<file path="src/rtl/wb_queue_pkg.sv">
// Shared types and defaults for the writeback queue and its forwarding lookup.
package wb_queue_pkg;

    localparam int unsigned DEF_DEPTH = 4;
    localparam int unsigned DEF_AW    = 5;
    localparam int unsigned DEF_DW    = 32;

    localparam logic [DEF_AW-1:0] REG_ZERO = '0;

    typedef struct packed {
        logic              valid;
        logic [DEF_AW-1:0] addr;
        logic [DEF_DW-1:0] data;
    } wb_entry_t;

endpackage

</file>
<file path="src/rtl/wb_fwd_lookup.sv">
// Youngest-match search across the output stage and the queue entries (oldest to youngest).
module wb_fwd_lookup
    import wb_queue_pkg::*;
#(
    parameter int unsigned DEPTH = DEF_DEPTH,
    parameter int unsigned AW    = DEF_AW,
    parameter int unsigned DW    = DEF_DW
) (
    input  wb_entry_t                  ents_i [DEPTH],
    input  logic [$clog2(DEPTH)-1:0]   head_i,
    input  wb_entry_t                  out_i,
    input  logic [AW-1:0]              addr_i,
    output logic                       hit_o,
    output logic [DW-1:0]              data_o
);

    localparam int unsigned PW = $clog2(DEPTH);

    logic [PW-1:0] idx;

    // Walk from the output stage towards the tail so later matches overwrite older ones.
    always_comb begin
        hit_o  = 1'b0;
        data_o = '0;
        idx    = '0;
        if (addr_i != REG_ZERO) begin
            if (out_i.valid && out_i.addr == addr_i) begin
                hit_o  = 1'b1;
                data_o = out_i.data;
            end
            for (int k = 0; k < int'(DEPTH); k++) begin
                idx = head_i + PW'(k);
                if (ents_i[idx].valid && ents_i[idx].addr == addr_i) begin
                    hit_o  = 1'b1;
                    data_o = ents_i[idx].data;
                end
            end
        end
    end

endmodule

</file>
<file path="src/rtl/wb_queue.sv">
// Writeback queue: buffers load/ALU register writes in program order and drains one per cycle,
// with a pending-register scoreboard and two forwarding lookups over the buffered writes.
module wb_queue
    import wb_queue_pkg::*;
#(
    parameter int unsigned DEPTH = DEF_DEPTH,
    parameter int unsigned AW    = DEF_AW,
    parameter int unsigned DW    = DEF_DW
) (
    input  logic                     clk,
    input  logic                     rst,
    input  logic                     mem_valid,
    input  logic [AW-1:0]            mem_addr,
    input  logic [DW-1:0]            mem_data,
    output logic                     mem_ready,
    input  logic                     alu_valid,
    input  logic [AW-1:0]            alu_addr,
    input  logic [DW-1:0]            alu_data,
    output logic                     alu_ready,
    output logic                     regWrite,
    output logic [AW-1:0]            writeAddr,
    output logic [DW-1:0]            writeData,
    input  logic [AW-1:0]            fwdAddr1,
    input  logic [AW-1:0]            fwdAddr2,
    output logic                     fwdHit1,
    output logic                     fwdHit2,
    output logic [DW-1:0]            fwdData1,
    output logic [DW-1:0]            fwdData2,
    output logic [31:0]              pending,
    output logic [$clog2(DEPTH):0]   count
);

    localparam int unsigned PW = $clog2(DEPTH);
    localparam int unsigned CW = PW + 1;

    wb_entry_t     ents_q [DEPTH];
    wb_entry_t     ents_d [DEPTH];
    wb_entry_t     out_q, out_d;
    logic [PW-1:0] head_q, head_d, tail_q, tail_d;
    logic [CW-1:0] count_q, count_d;
    logic          mem_push, alu_push, pop;

    // Ready depends on occupancy only, never on the drain side.
    assign mem_ready = count_q < CW'(DEPTH);
    assign mem_push  = mem_valid && mem_ready && (mem_addr != REG_ZERO);
    assign alu_ready = (count_q + CW'(mem_push)) < CW'(DEPTH);
    assign alu_push  = alu_valid && alu_ready && (alu_addr != REG_ZERO);
    assign pop       = count_q != '0;

    assign regWrite  = out_q.valid;
    assign writeAddr = out_q.addr;
    assign writeData = out_q.data;
    assign count     = count_q;

    always_comb begin
        ents_d      = ents_q;
        out_d       = out_q;
        out_d.valid = 1'b0;
        head_d      = head_q;
        if (pop) begin
            out_d               = ents_q[head_q];
            out_d.valid         = 1'b1;
            ents_d[head_q].valid = 1'b0;
            head_d              = head_q + 1'b1;
        end
        // The load is older in program order, so it takes the first free slot.
        if (mem_push) begin
            ents_d[tail_q] = '{valid: 1'b1, addr: mem_addr, data: mem_data};
        end
        if (alu_push) begin
            ents_d[tail_q + PW'(mem_push)] = '{valid: 1'b1, addr: alu_addr, data: alu_data};
        end
        tail_d  = tail_q + PW'(mem_push) + PW'(alu_push);
        count_d = count_q + CW'(mem_push) + CW'(alu_push) - CW'(pop);
    end

    always_comb begin
        pending = '0;
        for (int i = 0; i < int'(DEPTH); i++) begin
            if (ents_q[i].valid) pending[ents_q[i].addr] = 1'b1;
        end
        if (out_q.valid) pending[out_q.addr] = 1'b1;
        pending[0] = 1'b0;
    end

    always_ff @(posedge clk or negedge rst) begin
        if (!rst) begin
            ents_q  <= '{default: '0};
            out_q   <= '0;
            head_q  <= '0;
            tail_q  <= '0;
            count_q <= '0;
        end else begin
            ents_q  <= ents_d;
            out_q   <= out_d;
            head_q  <= head_d;
            tail_q  <= tail_d;
            count_q <= count_d;
        end
    end

    wb_fwd_lookup #(
        .DEPTH (DEPTH),
        .AW    (AW),
        .DW    (DW)
    ) u_fwd1 (
        .ents_i (ents_q),
        .head_i (head_q),
        .out_i  (out_q),
        .addr_i (fwdAddr1),
        .hit_o  (fwdHit1),
        .data_o (fwdData1)
    );

    wb_fwd_lookup #(
        .DEPTH (DEPTH),
        .AW    (AW),
        .DW    (DW)
    ) u_fwd2 (
        .ents_i (ents_q),
        .head_i (head_q),
        .out_i  (out_q),
        .addr_i (fwdAddr2),
        .hit_o  (fwdHit2),
        .data_o (fwdData2)
    );

endmodule

</file>
<file path="config.mk">
export PLATFORM = sky130hd
export DESIGN_NAME = wb_queue
export DESIGN_NICKNAME = d
export VERILOG_FILES = /design/src/rtl/wb_queue_pkg.sv /design/src/rtl/wb_fwd_lookup.sv /design/src/rtl/wb_queue.sv
export SDC_FILE = /design/constraint.sdc
export NUM_CORES = 1
export LEC_CHECK = 0
export CAP_MARGIN = 20
export CORE_UTILIZATION = 52
export DETAILED_ROUTE_END_ITERATION = 10
export PLACE_DENSITY = 0.82
export SYNTH_ARGS = -nofsm -noshare
export SYNTH_HDL_FRONTEND = slang
export SYNTH_SLANG_ARGS = --single-unit
</file>
<file path="constraint.sdc">
create_clock -name clk -period 4.4 [get_ports clk]
set_clock_uncertainty 0.1 [all_clocks]
set_input_delay 0.88 -clock clk [delete_from_list [all_inputs] [get_ports clk]]
set_output_delay 0.88 -clock clk [all_outputs]
set_load 0.02 [all_outputs]
</file>
### Word-level counts from Yosys, hierarchy flattened

Index checks and enable logic that the tools add are counted.

| cells by class | value |
|---|---|
| $add $sub $neg | 8 |
| $mul | 0 |
| div/mod/pow operators | 0 |
| $lt $le $gt $ge | 21 |
| equality and inequality tests | 10 |
| shifts and indexed selects | 0 |
| muxes and demuxes | 64 |
| bitwise logic cells | 10 |
| reduce and logical (&&, ||, !) cells | 27 |

Operator list:

| kind | number |
|---|---|
| $mux 32 | 17 |
| $bwmux 152 | 3 |
| $mux 152 | 3 |
| $mux 38 | 12 |
| $bmux 38 s2 | 4 |
| $demux 38 s2 | 3 |
| $or 32x32->32 | 4 |
| $eq 5x5->1 | 10 |
| $lt 5x6->1 const B | 5 |
| $demux 1 s5 | 5 |
| $ge 5x1->1 const B | 5 |
| $logic_and 1x1->1 | 22 |
| $reduce_bool 5->1 | 4 |
| $ge 3x3->1 const B | 6 |
| $not 2->3 | 6 |
| $mux 1 | 17 |
| $lt 3x1->1 const B | 3 |
| $add 3x1->3 | 2 |
| $lt 3x3->1 const B | 2 |
| $add 2x1->2 | 2 |
| $add 2x2->2 const B | 2 |
| $reduce_bool 3->1 | 1 |
| $sub 3x1->3 | 1 |
| $add 2x1->2 const B | 1 |

| word-level totals | value |
|---|---|
| register bits | 197 |
| bits in latches | 0 |
| memory bits (writable) | 0 |
| ROM bits | 0 |
| input port bits | 88 |
| output and inout port bits | 141 |
| word-level logic and storage cells | 158 |
| memories | 0 |

### Depth between registers and ports, before layout

Gate-level depths: netlist (run 1).

| depth | value |
|---|---|
| depth in word-level cells | 13 |
| gate-level depth with buffers | 16 |
| depth with buffers taken out | 11 |

### By module

A second synthesis (run 1) with hierarchy kept.

| unflattened totals | value |
|---|---|
| cells, all modules | 2361 |
| area, all modules | 23226.0 um2 |

By module, submodules not included:

| module | times used | cells an instance | area an instance (um2) | seq. area each (um2) |
|---|---|---|---|---|
| wb_queue | 1 | 984 | 11743.8 | 4929.7 |
| wb_fwd_lookup (u_fwd1) | 1 | 574 | 6123.4 | 0.0 |
| wb_fwd_lookup (u_fwd2) | 1 | 803 | 5358.9 | 0.0 |

### Worst setup path after synthesis (run 1)

OpenSTA, ideal clock, no wires.

| timing | value |
|---|---|
| path type | register -> output |
| from | register head_q[1] |
| to | output fwdData2[6] |
| arrival | 3995 ps |
| data required time | 3420 ps |
| setup slack | -575 ps |
| cell stages (with the launch flop) | 17 |
| buffers on the path | 8 |
| cell sequence | dfrtp_1 buf_2 buf_2 clkbuf_1 buf_2 inv_1 ha_1 buf_2 buf_6 mux4_2 xor2_1 nor3_1 and2_1 buf_2 buf_4 a221oi_1 o31ai_1 |

| on the way | value |
|---|---|
| cells in the longest elaborated chain, start to end | 11 |
| elaborated cells on any way between the ends | 32 |
| classes of those cells | add/sub (3); eq/ne (4); mux (17); bitwise (4); reduce/logical (4) |

Ends and longest elaborated chain:

| what | line | RTL |
|---|---|---|
| start, declared | wb_queue.sv:39 | `logic [PW-1:0] head_q, head_d, tail_q, tail_d;` |
| start signal, assigned | wb_queue.sv:90 | `head_q <= '0;` |
| start signal, assigned | wb_queue.sv:96 | `head_q <= head_d;` |
| $add 2x1->2 / $not 2->3 (equally long branches) | wb_fwd_lookup.sv:32, wb_fwd_lookup.sv:33, wb_fwd_lookup.sv:35 |  |
| $not 2->3 (not written as such) / $bmux 38 s2 (equally long branches) | wb_fwd_lookup.sv:33, wb_fwd_lookup.sv:35 |  |
| $bmux 38 s2 / $mux 38 (equally long branches) | wb_fwd_lookup.sv:33, wb_fwd_lookup.sv:35 |  |
| $mux 38, on equally long branches | wb_fwd_lookup.sv:33, wb_fwd_lookup.sv:35 |  |
| $mux 38 (not written as such) / $eq 5x5->1 (equally long branches) | wb_fwd_lookup.sv:33 | `if (ents_i[idx].valid && ents_i[idx].addr == addr_i) begin` |
| $eq 5x5->1 / $logic_and 1x1->1 (equally long branches) | wb_fwd_lookup.sv:33 |  |
| $logic_and 1x1->1 / $mux 32 (equally long branches) | wb_fwd_lookup.sv:33 |  |
| $mux 32 (2 in a row) | wb_fwd_lookup.sv:33 |  |
| $mux 32 (*) | wb_fwd_lookup.sv:33 |  |
| $mux 32 (*) | wb_fwd_lookup.sv:26 | `if (addr_i != REG_ZERO) begin` |
| end, declared | wb_queue.sv:28 | `output logic [DW-1:0] fwdData2,` |

Mark *: on every way between the ends. The rest lies on a longest branch, timed or not. The select of a mux whose other input is x is not followed.

### Worst setup path after layout (run 1)

| timing | value |
|---|---|
| from | register head_q[0] |
| to | output fwdData1[11] |

| on the way | value |
|---|---|
| cells in the longest elaborated chain, start to end | 11 |
| elaborated cells on any way between the ends | 32 |
| classes of those cells | add/sub (3); eq/ne (4); mux (17); bitwise (4); reduce/logical (4) |

Ends and longest elaborated chain:

| what | line | RTL |
|---|---|---|
| $add 2x1->2 / $not 2->3 (equally long branches) | wb_fwd_lookup.sv:32, wb_fwd_lookup.sv:33, wb_fwd_lookup.sv:35 |  |
| $not 2->3 (not written as such) / $bmux 38 s2 (equally long branches) | wb_fwd_lookup.sv:33, wb_fwd_lookup.sv:35 |  |
| $bmux 38 s2 / $mux 38 (equally long branches) | wb_fwd_lookup.sv:33, wb_fwd_lookup.sv:35 |  |
| $mux 38, on equally long branches | wb_fwd_lookup.sv:33, wb_fwd_lookup.sv:35 |  |
| $mux 38 (not written as such) / $eq 5x5->1 (equally long branches) | wb_fwd_lookup.sv:33 |  |
| $eq 5x5->1 / $logic_and 1x1->1 (equally long branches) | wb_fwd_lookup.sv:33 |  |
| $logic_and 1x1->1 / $mux 32 (equally long branches) | wb_fwd_lookup.sv:33 |  |
| $mux 32 (2 in a row) | wb_fwd_lookup.sv:33 |  |
| $mux 32 (*) | wb_fwd_lookup.sv:33 |  |
| $mux 32 (*) | wb_fwd_lookup.sv:26 |  |
| end, declared | wb_queue.sv:27 | `output logic [DW-1:0] fwdData1,` |

Marks and branches as above.

==> key figures, run 1 <==
Yosys
  – Ys Warns: 0
  – Sequential area share after synthesis: 0.270
  – Top FF cell, synth: dfrtp_1
  – Synthesized Nets: 2079
  – Gate Count Post-Synth: 1980
  – Post-synth ARST share: 1.00
  – Synthesized flop and latch total: 197
  – EDFF count, synth: 0
  – Mean post-synth cell area: 9.21 um2
  – Synth Cell Area: 18200 um2
  – Post-synthesis cell type count: 74

Floorplan
  – Initial Utilization: 0.528
  – Cell Rows: 68
  – Die footprint: 35800 um2
  – Num ports: 229
  – DIE WIDTH: 189 um
  – Core Area: 34500 um2
  – Die H: 189 um

Critical path
  – Crit path required time: 3.42 ns
  – Critical Path Start Type: flop
  – Crit end category: output pin
  – Crit path from: head_q[0]
  – Setup CP Type: flop to output pin
  – Reg-to-reg startpoint: count[2]
  – Critical path arrival: 3.51 ns
  – CP max FO: 8
  – Worst reg2reg setup slack: 1.50 ns

GRT
  – Grt total ovfl: 0
  – Initial antenna violation count: 6
  – First-pass GRT wire length: 110 mm
  – GR Util All Layers: 0.411
  – Pin count of the biggest net entering global routing: 104
  – Vias in the first global route: 17634

Timing
  – Least-Margin Pin Slew: 0.811 ns
  – Hold Violations, Final: 0
  – Setup_tns: -0.922 ns
  – Max-slew headroom: 0.459
  – Setup-failing EPs final: 21
  – Fin crit share: 1.02
  – Final worst setup slack: -0.0898 ns
  – Hold WS: 0.329 ns
  – Min Tclk post-route: 4.49 ns
  – RSZ-0062 raised after global routing: true
  – Fin. max-slew vios: 0
  – Fmax: 0.223 GHz

Power
  – Pwr/cell area: 1010 nW/um2
  – VDD IR max: 0.568 mV
  – Final Power: 24.0 mW
  – Lkg Pwr: 9.91 nW

Placed design
  – HPWL Detailed: 52.9 mm
  – GP Congestion: 1.07
  – # port buffers: 227
  – Dpl cell area: 22100 um2
  – Placed insts: 2643
  – Pre-CTS setup slack: -0.207 ns

Final layout
  – Layout area overhead: 30.4%
  – Most common cell after layout, fill and taps aside: nand2_1
  – Commonest cells after routing, fill and taps aside: nand2_1 (261), dfrtp_1 (195), nor2_1 (175), buf_4 (175), mux2i_1 (172)
  – Nets: 2342
  – Utilization after layout: 0.688
  – Layout cells sized above 1: 0.285
  – Layout Cells excl Fill: 2715
  – Register Area: 4940 um2
  – Layout filler cell count: 2612
  – Multi-input logic area: 13000 um2
  – Design Area, Final: 23800 um2

Route
  – Vias per std cell: 7.09
  – Iter 0 DRT Violations: 3083
  – Wirelength, routed: 75.2 mm
  – Routed Antenna Nets: 0
  – Total iterations of the first detailed-routing run: 8
  – Via count: 19247
  – WL per Instance: 27.7 um
  – DRC Markers: 0

CTS
  – Max Buffers Root-to-Sink: 2
  – TritonCTS clock tree: done
  – H-Tree Depth: 4
  – Root Driver: clkbuf_16
  – CTS Buf Count: 17
  – Worst-path clk slew: 0.08 ns
  – Clock latency on the worst-skew pair: 0.48 ns
  – Total clock sinks: 197

Outcome
  – Status: complete, but fails checks
  – Failing checks: setup timing

Flow run
  – Maxcap violations: 0

Hold path
  – Tightest Hold Check Type: input pin to asynchronous set/reset pin
==> logic make-up (layout without fill, tap and decap cells) <==
kind of cell / after synthesis / count (layout) / share of synthesized area
AOI/OAI and AO/OA: 493 / 493 / 0.197
xor gates and xnor gates: 57 / 57 / 0.0303
and+or+nand+nor: 673 / 673 / 0.168
DFF: 197 / 197 / 0.270
other: 1 / 5 / 0.000206
muxes: 324 / 324 / 0.269
adders and majority gates: 11 / 11 / 0.00796
buffers and inverters: 224 / 500 / 0.0576
==> cells in the mapped netlist (22+ instances only) <==
master	count	area, um2
o21ai_0	131	656
o211a_1	25	250
nor3_1	26	130
dfrtp_1	197	4930
nor2_1	180	676
buf_2	53	265
a21oi_1	75	375
o211ai_1	39	293
a31oi_1	25	156
xor2_1	22	193
mux2_2	22	248
a22oi_1	30	225
clkbuf_1	112	420
nand2_1	265	995
mux4_2	130	2930
o2111ai_1	23	201
mux2i_1	172	1720
nand3_1	98	490
xnor2_1	28	245
==> worst max-delay path, stage by stage (launching register included) <==
cell	delay, ns
dfrtp_4	0.52
inv_4	0.08
ha_4	0.21
buf_12	0.14
mux4_2	0.37
xnor2_4	0.19
buf_6	0.14
and3b_2	0.23
a32oi_4	0.26
buf_6	0.16
buf_6	0.13
buf_16	0.15
o2111ai_4	0.13
o211a_4	0.18
buf_6	0.13
==> flip-flops by register name, indices dropped and copies added (netlist names) <==
register   flops
writeAddr      5
regWrite       1
head_q         2
tail_q         2
ents_q       152
writeData     32
count          3
==> final timing paths <==
path                            endpoint  depth (start not counted)
setup / recovery            fwdData1[11]                         14
hold / removal             writeData[24]                          1
min in group clk           writeData[18]                          2
max in group asynchronous     ents_q[45]                          2
hold reg to reg            writeData[18]                          2
setup reg to reg             ents_q[106]                         12
==> power breakdown <==
part	switching (mW)	total (mW)	internal [mW]
sequential	1.37	4.14	2.77
clock	0.799	1.64	0.839
combinational	10.4	18.2	7.82
==> per-layer routing <==
layer  share of wire  global-route usage  up-vias
met2            0.42               0.582     1621
met5         0.00012                   0        -
met3            0.16               0.147      217
met4           0.036               0.117        2
met1            0.38               0.589     9379
li1                -                   -     8028
==> what timing repair did <==
item | 4_1_cts | 5_1_grt
pin swaps | 31 | 23
endpoints found under the setup margin | 66 | 66
hold endpoints to repair | 0 | 0
hold buffers | 0 | 0
resized for setup | 350 | 110
setup buffers | 19 | 7
cloned | 7 | 5
==> layout make-up <==
cell class | instances | area share
antenna | 4 | 0.000421
clock inverter | 13 | 0.00663
tap | 455 | 0.0239
clock buffer | 19 | 0.0191
multi-input combinational | 1559 | 0.548
inverter | 21 | 0.00353
sequential | 197 | 0.208
timing repair buffer | 447 | 0.191
Note: power is estimated with default switching activity, not from simulation.
==> run 2: changes to the inputs <==
--- a/config.mk
+++ b/config.mk
@@ -6,9 +6,9 @@
 export NUM_CORES = 1
 export LEC_CHECK = 0
 export CAP_MARGIN = 20
-export CORE_UTILIZATION = 52
+export CORE_UTILIZATION = 54
 export DETAILED_ROUTE_END_ITERATION = 10
-export PLACE_DENSITY = 0.82
+export PLACE_DENSITY = 0.81
 export SYNTH_ARGS = -nofsm -noshare
 export SYNTH_HDL_FRONTEND = slang
 export SYNTH_SLANG_ARGS = --single-unit
==> constraint.sdc (replaced) <==
create_clock -name clk -period 5.5 [get_ports clk]
set_clock_uncertainty 0.1 [all_clocks]
set_input_delay 1.1 -clock clk [delete_from_list [all_inputs] [get_ports clk]]
set_output_delay 1.1 -clock clk [all_outputs]
set_load 0.02 [all_outputs]
==> run 2 against run 1 <==
Compared with the run above:
- the run now ends clean
- core utilization decreased by 3.5 points
- setup slack improved by 0.14 ns
- die area fell by 3.7%
- critical path type is now input pin to output pin
- largest power group unchanged
==> key figures, run 2 (synthesis gave the netlist of run 1 again) <==
Outcome
  – Status: completed

CTS
  – TritonCTS clock tree: done
  – Worst-path clk slew: 0.09 ns (about the same)
  – Post-CTS Setup Bufs: 0 (-19)
  – Root Driver: clkbuf_16
  – Max Buffers Root-to-Sink: 2 (unchanged)
  – H-Tree Depth: 4 (unchanged)
  – Clock latency on the worst-skew pair: 0.46 ns (-0.02 ns)
  – Total clock sinks: 197 (unchanged)
  – CTS Buf Count: 17 (unchanged)

Final layout
  – Design Area, Final: 21500 um2 (-9.7%)
  – # diodes: 0 (-4)
  – Utilization after layout: 0.653 (-0.0348)
  – Commonest cells after routing, fill and taps aside: nand2_1 (265), clkdlybuf4s50_1 (226), dfrtp_1 (195)
  – Most common cell after layout, fill and taps aside: nand2_1
  – Layout area overhead: 17.8%
  – Layout cells sized above 1: 0.158 (-0.127)
  – Biggest register: ents_q
  – Nets: 2192 (-6.4%)
  – Max reg flops: 152 (unchanged)

Flow run
  – Maxcap violations: 0 (unchanged)

Timing
  – Least-Margin Pin Slew: 1.04 ns (+0.226 ns)
  – Setup-failing EPs final: 0 (-100%)
  – Hold Violations, Final: 0 (unchanged)
  – Final worst setup slack: 0.0490 ns (+0.139 ns)
  – Fin crit share: 0.991
  – Max-slew headroom: 0.308 (-0.151)
  – Hold WS: 0.375 ns (+0.0466 ns)
  – Setup_tns: 0 ns (+0.922 ns)
  – Min Tclk post-route: 5.45 ns
  – RSZ-0062 raised after global routing: false
  – Fin. max-slew vios: 0 (unchanged)
  – Fmax: 0.183 GHz

Floorplan
  – DIE WIDTH: 186 um (-1.8%)
  – Die H: 186 um (-1.8%)
  – Core Area: 32900 um2 (-4.9%)
  – Cell Rows: 66 (-2.9%)
  – Num ports: 229 (unchanged)
  – Initial Utilization: 0.555 (+0.0269)
  – Die footprint: 34500 um2 (-3.7%)

Power
  – VDD IR max: 0.479 mV (-16%)
  – Pwr/cell area: 794 nW/um2 (-21%)
  – Lkg Pwr: 8.64 nW (-13%)

Route
  – Routed Antenna Nets: 0 (unchanged)
  – Vias per std cell: 7.11 (+0.36%)
  – DRC Markers: 0 (unchanged)
  – Iter 0 DRT Violations: 2839 (-7.9%)
  – Wirelength, routed: 69.7 mm (-7.4%)
  – Total iterations of the first detailed-routing run: 7 (-1)
  – Via count: 18128 (-5.8%)
  – WL per Instance: 27.3 um (-1.3%)

Hold path
  – Tightest Hold Check Type: input pin to asynchronous set/reset pin

Placed design
  – # port buffers: 227 (unchanged)
  – GP Congestion: 1.02 (-5.2%)
  – Dpl cell area: 20800 um2 (-6.0%)
  – Pre-CTS setup slack: 0.227 ns (+0.434 ns)
  – HPWL Detailed: 50.7 mm (-4.1%)

Critical path
  – Crit-path leading delay family: buffers and inverters
  – Crit path required time: 4.30 ns (+0.88 ns)
  – Crit path cell chain: clkdlybuf4s50_1 -> xnor2_1 -> and4_1 -> nand2_2 -> o211a_1 -> o22ai_1 -> clkdlybuf4s50_1
  – Slowest stage delay, CP: 0.73 ns (+0.21 ns)
  – Setup CP Type: input pin to output pin
  – Critical path arrival: 4.25 ns (+0.74 ns)
  – Critical Path Start Type: input pin
  – CP max FO: 8 (unchanged)
  – CP Buf/Inv Count: 2 (-5)
  – CP most frequent cell: clkdlybuf4s50_1
  – CP max-delay cell: clkdlybuf4s50_1
  – Crit end category: output pin

GRT
  – Initial antenna violation count: 0 (-6)
  – GR Util All Layers: 0.405 (-0.00644)
  – Grt total ovfl: 0 (unchanged)
  – Pin count of the biggest net entering global routing: 124 (+19%)
  – Vias in the first global route: 16452 (-6.7%)
  – First-pass GRT wire length: 104 mm (-6.0%)
run 2: cell type report:
type | count | area (um2)
multi-input cells | 1559 | 12300
fillers | 2643 | 11400
flip-flops and latches | 197 | 4940
repair buffers | 297 | 2950
well taps | 442 | 553
clock buffers | 18 | 439
clock inverters | 14 | 218
inverters | 21 | 78.8
run 2: worst paths after layout:
| kind | start | to | slack (ns) | cells after the start |
|---|---|---|---|---|
| setup / recovery | fwdAddr1[3] | fwdData1[10] | 0.05 | 7 |
| min in group clk | writeData[9] | writeData[9] | 0.46 | 2 |
| max in group asynchronous | rst | ents_q[54] | 3.69 | 3 |
| hold reg to reg | writeData[9] | writeData[9] | 0.46 | 2 |
| setup reg to reg | count[2] | ents_q[103] | 2.39 | 11 |
| hold / removal | rst | ents_q[1] | 0.38 | 1 |
run 2: power by group:
group	switching, mW	total, mW	leakage [nW]	internal [mW]
Combinational	7.09	12.1	5.98	5.04
Sequential	1.32	3.53	2.34	2.21
Clock	0.640	1.39	0.320	0.753
Total	9.05	17.1	8.64	8.00
run 2: per-stage QoR:
stage / power, mW / cells
2_1_floorplan: 11.0 / 1980
3_3_place_gp: 14.8 / 2514
3_5_place_dp: 15.1 / 2514
4_1_cts: 16.5 / 2546
5_1_grt: 17.7 / 2548
6_report: 17.1 / 2548
run 2: what timing repair did:
item | in CTS | in global routing
resized for setup | 0 | 2
endpoints found under the hold margin | 0 | 0
setup endpoints to repair | 0 | 35
hold buffers | 0 | 0
run 2: layer usage:
metal	track usage	wire, um	part of all wire	up-vias
met4	0.106	1960	0.028	0
met5	0	0	0	-
li1	-	-	-	7717
met3	0.139	9580	0.14	149
met1	0.590	28500	0.41	8930
met2	0.568	29600	0.43	1332
